==> src/rtl/mem_bus_arbiter_if.sv <==
// Bus bundle between two memory masters, the arbiter and the single slave port.
// The arbiter takes the 'slave' modport (it answers the masters); the environment takes 'master'.
interface mem_bus_arbiter_if #(
  parameter int ADDR_W = 32,
  parameter int DATA_W = 32,
  parameter int TYPE_W = 2
);
  logic              m0_req;
  logic              m0_we;
  logic [ADDR_W-1:0] m0_addr;
  logic [DATA_W-1:0] m0_wdata;
  logic [TYPE_W-1:0] m0_type;
  logic              m0_sign;
  logic              m0_busy;
  logic [DATA_W-1:0] m0_rdata;
  logic              m0_err;

  logic              m1_req;
  logic              m1_we;
  logic [ADDR_W-1:0] m1_addr;
  logic [DATA_W-1:0] m1_wdata;
  logic [TYPE_W-1:0] m1_type;
  logic              m1_sign;
  logic              m1_busy;
  logic [DATA_W-1:0] m1_rdata;
  logic              m1_err;

  logic              s_req;
  logic              s_we;
  logic [ADDR_W-1:0] s_addr;
  logic [DATA_W-1:0] s_wdata;
  logic [TYPE_W-1:0] s_type;
  logic              s_sign;
  logic              s_ack;
  logic [DATA_W-1:0] s_rdata;

  modport slave (
    input  m0_req, m0_we, m0_addr, m0_wdata, m0_type, m0_sign,
    output m0_busy, m0_rdata, m0_err,
    input  m1_req, m1_we, m1_addr, m1_wdata, m1_type, m1_sign,
    output m1_busy, m1_rdata, m1_err,
    output s_req, s_we, s_addr, s_wdata, s_type, s_sign,
    input  s_ack, s_rdata
  );

  modport master (
    output m0_req, m0_we, m0_addr, m0_wdata, m0_type, m0_sign,
    input  m0_busy, m0_rdata, m0_err,
    output m1_req, m1_we, m1_addr, m1_wdata, m1_type, m1_sign,
    input  m1_busy, m1_rdata, m1_err,
    input  s_req, s_we, s_addr, s_wdata, s_type, s_sign,
    output s_ack, s_rdata
  );
endinterface

==> src/rtl/mem_bus_arbiter.sv <==
// Round-robin arbiter sharing one memory slave between the core (M0) and JTAG debug (M1).
// The granted command is held on the slave bus for the whole transaction; an optional timeout frees a dead slave.
module mem_bus_arbiter #(
  parameter int ADDR_W  = 32,
  parameter int DATA_W  = 32,
  parameter int TYPE_W  = 2,
  parameter int TIMEOUT = 64
) (
  input  logic                clk,
  input  logic                rst,
  mem_bus_arbiter_if.slave    bus
);

  localparam int TCNT_W = (TIMEOUT > 1) ? $clog2(TIMEOUT) : 1;

  typedef enum logic {
    IDLE = 1'b0,
    BUSY = 1'b1
  } state_e;

  typedef struct packed {
    logic              we;
    logic [ADDR_W-1:0] addr;
    logic [DATA_W-1:0] wdata;
    logic [TYPE_W-1:0] size;
    logic              sign;
  } cmd_t;

  state_e            state_q, state_d;
  logic              owner_q, owner_d;
  logic              rrPtr_q, rrPtr_d;
  logic [TCNT_W-1:0] tcnt_q, tcnt_d;
  cmd_t              cmd_q, cmd_d;

  cmd_t cmd0, cmd1;
  logic grantee;
  logic timeoutHit;
  logic done;
  logic timeoutErr;

  assign cmd0 = {bus.m0_we, bus.m0_addr, bus.m0_wdata, bus.m0_type, bus.m0_sign};
  assign cmd1 = {bus.m1_we, bus.m1_addr, bus.m1_wdata, bus.m1_type, bus.m1_sign};

  // Ties go to the round-robin pointer; a lone requester always wins.
  assign grantee    = (bus.m0_req && bus.m1_req) ? rrPtr_q : bus.m1_req;
  assign timeoutHit = (TIMEOUT != 0) && (tcnt_q == TCNT_W'(TIMEOUT - 1));
  assign done       = (state_q == BUSY) && (bus.s_ack || timeoutHit);
  assign timeoutErr = (state_q == BUSY) && timeoutHit && !bus.s_ack;

  always_ff @(posedge clk) begin
    if (rst) begin
      state_q <= IDLE;
      owner_q <= 1'b0;
      rrPtr_q <= 1'b0;
      tcnt_q  <= '0;
      cmd_q   <= '0;
    end else begin
      state_q <= state_d;
      owner_q <= owner_d;
      rrPtr_q <= rrPtr_d;
      tcnt_q  <= tcnt_d;
      cmd_q   <= cmd_d;
    end
  end

  always_comb begin
    state_d = state_q;
    owner_d = owner_q;
    rrPtr_d = rrPtr_q;
    tcnt_d  = tcnt_q;
    cmd_d   = cmd_q;
    unique case (state_q)
      IDLE: begin
        if (bus.m0_req || bus.m1_req) begin
          owner_d = grantee;
          cmd_d   = grantee ? cmd1 : cmd0;
          tcnt_d  = '0;
          state_d = BUSY;
        end
      end
      BUSY: begin
        // The pointer moves even if the owner dropped its request mid-access.
        if (done) begin
          state_d = IDLE;
          rrPtr_d = ~owner_q;
        end else begin
          tcnt_d = tcnt_q + 1'b1;
        end
      end
      default: state_d = IDLE;
    endcase
  end

  assign bus.s_req   = (state_q == BUSY);
  assign bus.s_we    = cmd_q.we;
  assign bus.s_addr  = cmd_q.addr;
  assign bus.s_wdata = cmd_q.wdata;
  assign bus.s_type  = cmd_q.size;
  assign bus.s_sign  = cmd_q.sign;

  assign bus.m0_busy  = bus.m0_req & ~(done & ~owner_q);
  assign bus.m1_busy  = bus.m1_req & ~(done & owner_q);
  assign bus.m0_rdata = (~owner_q & bus.s_ack) ? bus.s_rdata : '0;
  assign bus.m1_rdata = (owner_q & bus.s_ack) ? bus.s_rdata : '0;
  assign bus.m0_err   = timeoutErr & ~owner_q;
  assign bus.m1_err   = timeoutErr & owner_q;

endmodule
==> src/flat_wrapper.sv <==
// flat-port wrapper written by rule: the top's interface ports become plain ports
module mem_bus_arbiter_flat 
#(
  parameter int ADDR_W  = 32,
  parameter int DATA_W  = 32,
  parameter int TYPE_W  = 2,
  parameter int TIMEOUT = 64
)
  (clk, rst, bus_m0_req, bus_m0_we, bus_m0_addr, bus_m0_wdata, bus_m0_type, bus_m0_sign, bus_m0_busy, bus_m0_rdata, bus_m0_err, bus_m1_req, bus_m1_we, bus_m1_addr, bus_m1_wdata, bus_m1_type, bus_m1_sign, bus_m1_busy, bus_m1_rdata, bus_m1_err, bus_s_req, bus_s_we, bus_s_addr, bus_s_wdata, bus_s_type, bus_s_sign, bus_s_ack, bus_s_rdata);
  mem_bus_arbiter_if #(.ADDR_W(ADDR_W), .DATA_W(DATA_W), .TYPE_W(TYPE_W)) bus_i ();
  input  logic clk;
  input  logic rst;
  input wire logic [$bits(bus_i.m0_req)-1:0] bus_m0_req;
  input wire logic [$bits(bus_i.m0_we)-1:0] bus_m0_we;
  input wire logic [$bits(bus_i.m0_addr)-1:0] bus_m0_addr;
  input wire logic [$bits(bus_i.m0_wdata)-1:0] bus_m0_wdata;
  input wire logic [$bits(bus_i.m0_type)-1:0] bus_m0_type;
  input wire logic [$bits(bus_i.m0_sign)-1:0] bus_m0_sign;
  output wire logic [$bits(bus_i.m0_busy)-1:0] bus_m0_busy;
  output wire logic [$bits(bus_i.m0_rdata)-1:0] bus_m0_rdata;
  output wire logic [$bits(bus_i.m0_err)-1:0] bus_m0_err;
  input wire logic [$bits(bus_i.m1_req)-1:0] bus_m1_req;
  input wire logic [$bits(bus_i.m1_we)-1:0] bus_m1_we;
  input wire logic [$bits(bus_i.m1_addr)-1:0] bus_m1_addr;
  input wire logic [$bits(bus_i.m1_wdata)-1:0] bus_m1_wdata;
  input wire logic [$bits(bus_i.m1_type)-1:0] bus_m1_type;
  input wire logic [$bits(bus_i.m1_sign)-1:0] bus_m1_sign;
  output wire logic [$bits(bus_i.m1_busy)-1:0] bus_m1_busy;
  output wire logic [$bits(bus_i.m1_rdata)-1:0] bus_m1_rdata;
  output wire logic [$bits(bus_i.m1_err)-1:0] bus_m1_err;
  output wire logic [$bits(bus_i.s_req)-1:0] bus_s_req;
  output wire logic [$bits(bus_i.s_we)-1:0] bus_s_we;
  output wire logic [$bits(bus_i.s_addr)-1:0] bus_s_addr;
  output wire logic [$bits(bus_i.s_wdata)-1:0] bus_s_wdata;
  output wire logic [$bits(bus_i.s_type)-1:0] bus_s_type;
  output wire logic [$bits(bus_i.s_sign)-1:0] bus_s_sign;
  input wire logic [$bits(bus_i.s_ack)-1:0] bus_s_ack;
  input wire logic [$bits(bus_i.s_rdata)-1:0] bus_s_rdata;
  assign bus_i.m0_req = bus_m0_req;
  assign bus_i.m0_we = bus_m0_we;
  assign bus_i.m0_addr = bus_m0_addr;
  assign bus_i.m0_wdata = bus_m0_wdata;
  assign bus_i.m0_type = bus_m0_type;
  assign bus_i.m0_sign = bus_m0_sign;
  assign bus_m0_busy = bus_i.m0_busy;
  assign bus_m0_rdata = bus_i.m0_rdata;
  assign bus_m0_err = bus_i.m0_err;
  assign bus_i.m1_req = bus_m1_req;
  assign bus_i.m1_we = bus_m1_we;
  assign bus_i.m1_addr = bus_m1_addr;
  assign bus_i.m1_wdata = bus_m1_wdata;
  assign bus_i.m1_type = bus_m1_type;
  assign bus_i.m1_sign = bus_m1_sign;
  assign bus_m1_busy = bus_i.m1_busy;
  assign bus_m1_rdata = bus_i.m1_rdata;
  assign bus_m1_err = bus_i.m1_err;
  assign bus_s_req = bus_i.s_req;
  assign bus_s_we = bus_i.s_we;
  assign bus_s_addr = bus_i.s_addr;
  assign bus_s_wdata = bus_i.s_wdata;
  assign bus_s_type = bus_i.s_type;
  assign bus_s_sign = bus_i.s_sign;
  assign bus_i.s_ack = bus_s_ack;
  assign bus_i.s_rdata = bus_s_rdata;
  mem_bus_arbiter #(.ADDR_W(ADDR_W), .DATA_W(DATA_W), .TYPE_W(TYPE_W), .TIMEOUT(TIMEOUT)) u_core (.clk(clk), .rst(rst), .bus(bus_i));
endmodule
==> config.mk <==
export PLATFORM = sky130hd
export DESIGN_NAME = mem_bus_arbiter_flat
export DESIGN_NICKNAME = d
export VERILOG_FILES = /design/src/rtl/mem_bus_arbiter_if.sv /design/src/rtl/mem_bus_arbiter.sv /design/src/flat_wrapper.sv
export SDC_FILE = /design/constraint.sdc
export NUM_CORES = 1
export LEC_CHECK = 0
export ABC_AREA = 1
export CORE_AREA = 2 2 119 121
export DETAILED_ROUTE_END_ITERATION = 16
export DIE_AREA = 0 0 121 123
export PLACE_DENSITY = 0.84
export SYNTH_ARGS = -nofsm -noshare
export SYNTH_HDL_FRONTEND = slang
export SYNTH_SLANG_ARGS = --single-unit
==> constraint.sdc <==
create_clock -name clk -period 2.3 [get_ports clk]
set_clock_uncertainty 0.15 [all_clocks]
set_input_delay 0.23 -clock clk [delete_from_list [all_inputs] [get_ports clk]]
set_output_delay 0.23 -clock clk [all_outputs]
set_load 0.02 [all_outputs]
# Word level (Yosys, flattened, before mapping)
# Index checks and enable logic that the tools add are counted.
# W data, S select, Z words.
[classes]
n_addsub = 1
mul = 0
div_mod_pow = 0
order_cmp = 0
eq_ne = 3
shifts = 0
mux = 10
n_bitwise = 12
n_reduce_logical = 10
[ops]
columns = ["cell", "n"]
rows = [
  ["$mux W68", 1],
  ["$mux W32", 2],
  ["$mux W6", 2],
  ["$pmux W6 S2", 1],
  ["$and A1 B1 Y1", 8],
  ["$add A6 B1 Y6 const B", 1],
  ["$eq A6 B6 Y1 const B", 1],
  ["$reduce_and A2 Y1", 3],
  ["$logic_and A1 B1 Y1", 4],
  ["$not A1 Y1", 4],
  ["$mux W1", 3],
  ["$logic_or A1 B1 Y1", 2],
  ["$ne A2 B1 Y1 const B", 1],
  ["$ne A2 B2 Y1 const B", 1],
  ["$pmux W1 S2", 1],
  ["$logic_not A1 Y1", 1],
]
[totals]
regBits = 77
latch_bits = 0
ramBits = 0
romBits = 0
input_bits = 173
memories = 0

# Longest topological paths before layout
[logic_depth]
word_depth = 6
depth_mapped = 9
depth_no_buf = 8

# Worst setup path after synthesis
# Ideal clock, no wire load.
[synth_timing]
path_kind = "flip-flop to output port"
startpoint = "reg u_core.tcnt_q[0]"
endpoint = "out bus_m0_err"
arrival_time_ns = 1.179
required_time_ns = 1.920
slack_ns = 0.741
stages_incl_launch_ff = 6
n_path_buf = 0
path_cell_list = "dfxtp_1 -> ha_1 -> nand3_1 -> nor2_1 -> nand2_1 -> nor2_1"
[synth_via]
elab_chain_len = 4
[synth_rtl]
columns = ["element", "line_no", "rtl"]
rows = [
  ["start: declaration", "mem_bus_arbiter.sv:32", "logic [TCNT_W-1:0] tcnt_q, tcnt_d;"],
  ["start signal: assignment", "mem_bus_arbiter.sv:61", "tcnt_q <= tcnt_d;"],
  ["$eq A6 B6 Y1", "mem_bus_arbiter.sv:46", "assign timeoutHit = (TIMEOUT != 0) && (tcnt_q == TCNT_W'(TIMEOUT - 1));"],
  ["$logic_and A1 B1 Y1 (2 in a row)", "mem_bus_arbiter.sv:48", "assign timeoutErr = (state_q == BUSY) && timeoutHit && !bus.s_ack;"],
  ["$and A1 B1 Y1", "mem_bus_arbiter.sv:105", "assign bus.m0_err = timeoutErr & ~owner_q;"],
  ["end: declaration", "flat_wrapper.sv:21", "output wire logic [$bits(bus_i.m0_err)-1:0] bus_m0_err;"],
]
# No other way between the ends.

# Final worst setup path
[layout_timing]
startpoint = "reg u_core.owner_q"
endpoint = "out bus_m0_rdata[12]"
[layout_via]
elab_chain_len = 3
[layout_rtl]
columns = ["element", "line_no", "rtl"]
rows = [
  ["start: declaration", "mem_bus_arbiter.sv:30", "logic owner_q, owner_d;"],
  ["start signal: assignment", "mem_bus_arbiter.sv:59", "owner_q <= owner_d;"],
  ["$not A1 Y1", "mem_bus_arbiter.sv:103", "assign bus.m0_rdata = (~owner_q & bus.s_ack) ? bus.s_rdata : '0;"],
  ["$and A1 B1 Y1", "mem_bus_arbiter.sv:103", ""],
  ["$mux W32", "mem_bus_arbiter.sv:103", ""],
  ["end: declaration", "flat_wrapper.sv:20", "output wire logic [$bits(bus_i.m0_rdata)-1:0] bus_m0_rdata;"],
]
# No other way between the ends.

==> metrics.yaml <==
fp-row-count: 43
clk_path_buf_depth: 2
grtUsageMet2_pct: 35.0
arrival_ns: 1.79
setup_viol: 0
areaGrowthSynthToFinish_pct: 84.5
drt_iter0_markers: 215
wl_per_cell_um: 13.7
pwr-share-clk_pct: 33.4
finalCritPeriodShare_pct: 94.5
num_vias: 5097
p_int_mw: 3.17
htree_levels: 3
use_met3_pct: 7.20
ys_ff_latch: 77
die_area_um2: 14900
grt_pass1_wl_um: 23000
antenna_found_initial: 1
place.gp.congestion: 0.843
synth.net_count: 808
totalNegativeSetupSlack_ns: 0
worst_pin_slew_ns: 0.472
seq_power_share_pct: 33.9
cts_buffers: 9
grt-ovfl-total: 0
leakagePower_nw: 3.61
critical_path_class: "reg -> out"
p_per_area_nw_per_um2: 578
netlist_instances: 634
p_sw_mw: 1.36
period_needed_ns: 2.17
grtUsageMet1_pct: 21.0
viasPerCell: 4.58
drive_gt1_share_pct: 9.34
final_cell_mix: "clkdlybuf4s50_1, nand2_1, inv_1"
grt_usage_pct: 19.6
grt_pass1_vias: 4772
avgSynthCellArea_um2: 6.70
die_h_um: 123
drv_cap: 0
rsz0062_at_grt: "no"
cts_tree: "built"
die-width_um: 121
hp-class: "reg -> reg"
irDropWorstVdd_mv: 0.404
drcViolationCount: 0
grt-busiest-layer: "met2"
cts_sinks: 77
portBuffers: 309
routed_wirelength_um: 15200
ys_seq_area_share_pct: 36.3
clk_pin_slew_ns: 0.06
grt_max_degree: 70
timing.hold.ws_ns: 0.347
fin_area_um2: 7840
nets: 1101
yosysUniqueCellTypes: 22
maxSlewViolCount: 0
syn-cell-area_um2: 4250
placed_cell_area_um2: 7530
setup_ws_ns: 0.125
post-place-ws_ns: 0.151
final_util_pct: 57.6
core_um2: 13600
ff2ff_setup_slack_ns: 0.69
clk_latency_ns: 0.34
crit_required_ns: 1.92
worstSetupEndpointType: "primary output"
ys_warn_count: 0
hold_viol_final: 0
final_antenna_net_count: 0
cts-root-buf: "clkbuf_16"
initial_core_util_pct: 31.2
first_pass_iters: 4
place_hpwl_um: 11700
status: "finished, final reports clean"
pin_count: 310
cts_setup_buffers: 0
final_common_cell: "clkdlybuf4s50_1"
switching_share_pct: 30.1
relSlewSlack_pct: 68.6
combPwrFrac_pct: 32.7
fmax_mhz: 460
crit_fanout: 32
startpoint_type: "flip-flop"
==> sequential cells by signal, summed over array words and instances, names as in the netlist <==
signal and flops:
u_core.bus.s_addr 32, u_core.bus.s_req 1, u_core.bus.s_sign 1, u_core.bus.s_type 2, u_core.bus.s_wdata 32, u_core.bus.s_we 1, u_core.owner_q 1, u_core.rrPtr_q 1
u_core.tcnt_q 6
==> power groups by stage <==
stage	Combinational, mW	Clock, mW	Sequential, mW
2_1_floorplan	0.560	0	1.71
3_3_place_gp	1.47	0	1.56
3_5_place_dp	1.49	0	1.56
4_1_cts	1.49	1.56	1.54
5_1_grt	1.59	1.62	1.55
6_report	1.48	1.51	1.54
==> through the flow <==
stage / power [mW] / instances
CTS: 4.58 / 1111
detailed placement: 3.05 / 1096
global route: 4.76 / 1112
finish: 4.53 / 1112
global placement: 3.03 / 1096
floorplan: 2.27 / 634
==> final timing paths <==
kind / start / endpoint / cells after the start
setup / recovery: u_core.owner_q$_SDFFE_PP0P_ / bus_m0_rdata[12] / 5
hold / removal: u_core.bus.s_wdata[0]$_SDFFE_PP0P_ / u_core.bus.s_wdata[0]$_SDFFE_PP0P_ / 2
setup reg to reg: u_core.bus.s_req$_SDFF_PP0_ / u_core.bus.s_wdata[27]$_SDFFE_PP0P_ / 7
hold reg to reg: u_core.bus.s_wdata[0]$_SDFFE_PP0P_ / u_core.bus.s_wdata[0]$_SDFFE_PP0P_ / 2
==> critical path, stage by stage, from the launching register on <==
cell and delay [ns]:
dfxtp_1 0.35, inv_1 0.11, nand2_1 0.09, buf_12 0.18, nor2_1 0.09, clkdlybuf4s50_1 0.63
==> what timing repair did <==
item,4_1_cts,5_1_grt
endpoints found under the setup margin,4,4
hold buffers,0,0
pin swaps,0,1
gates resized for setup,4,10
gates cloned,0,0
==> synthesized netlist by cell type (all sizes together) <==
master	n	area (um2)
nand2	162	633
inv	117	439
dfxtp	77	1540
nor2	77	294
nand3	76	425
o211ai	68	551
buf	28	221
clkbuf	14	52.6
a21oi	8	43.8
o21ai	6	33.8
ha	1	12.5
==> routing by layer <==
metal	routed length [um]	vias up
met4	380	0
met5	0	-
li1	-	2583
met3	1330	24
met1	5940	2268
met2	7560	222
==> area by class of cell <==
type	instances	area, um2
fillers	1264	5780
repair buffers	324	3300
multi-input cells	398	2010
flip-flops and latches	77	1540
inverters	117	442
clock buffers	9	225
well taps	180	225
clock inverters	6	87.6
diodes	1	2.50
==> cells by family after synthesis <==
group           Yosys count  share of synthesized area [%]
compound gates           82                           14.8
fa+ha+maj                 1                          0.295
buf+inv                 159                           16.8
flops                    77                           36.3
simple gates            315                           31.8
(Power assumes the default switching activity.)
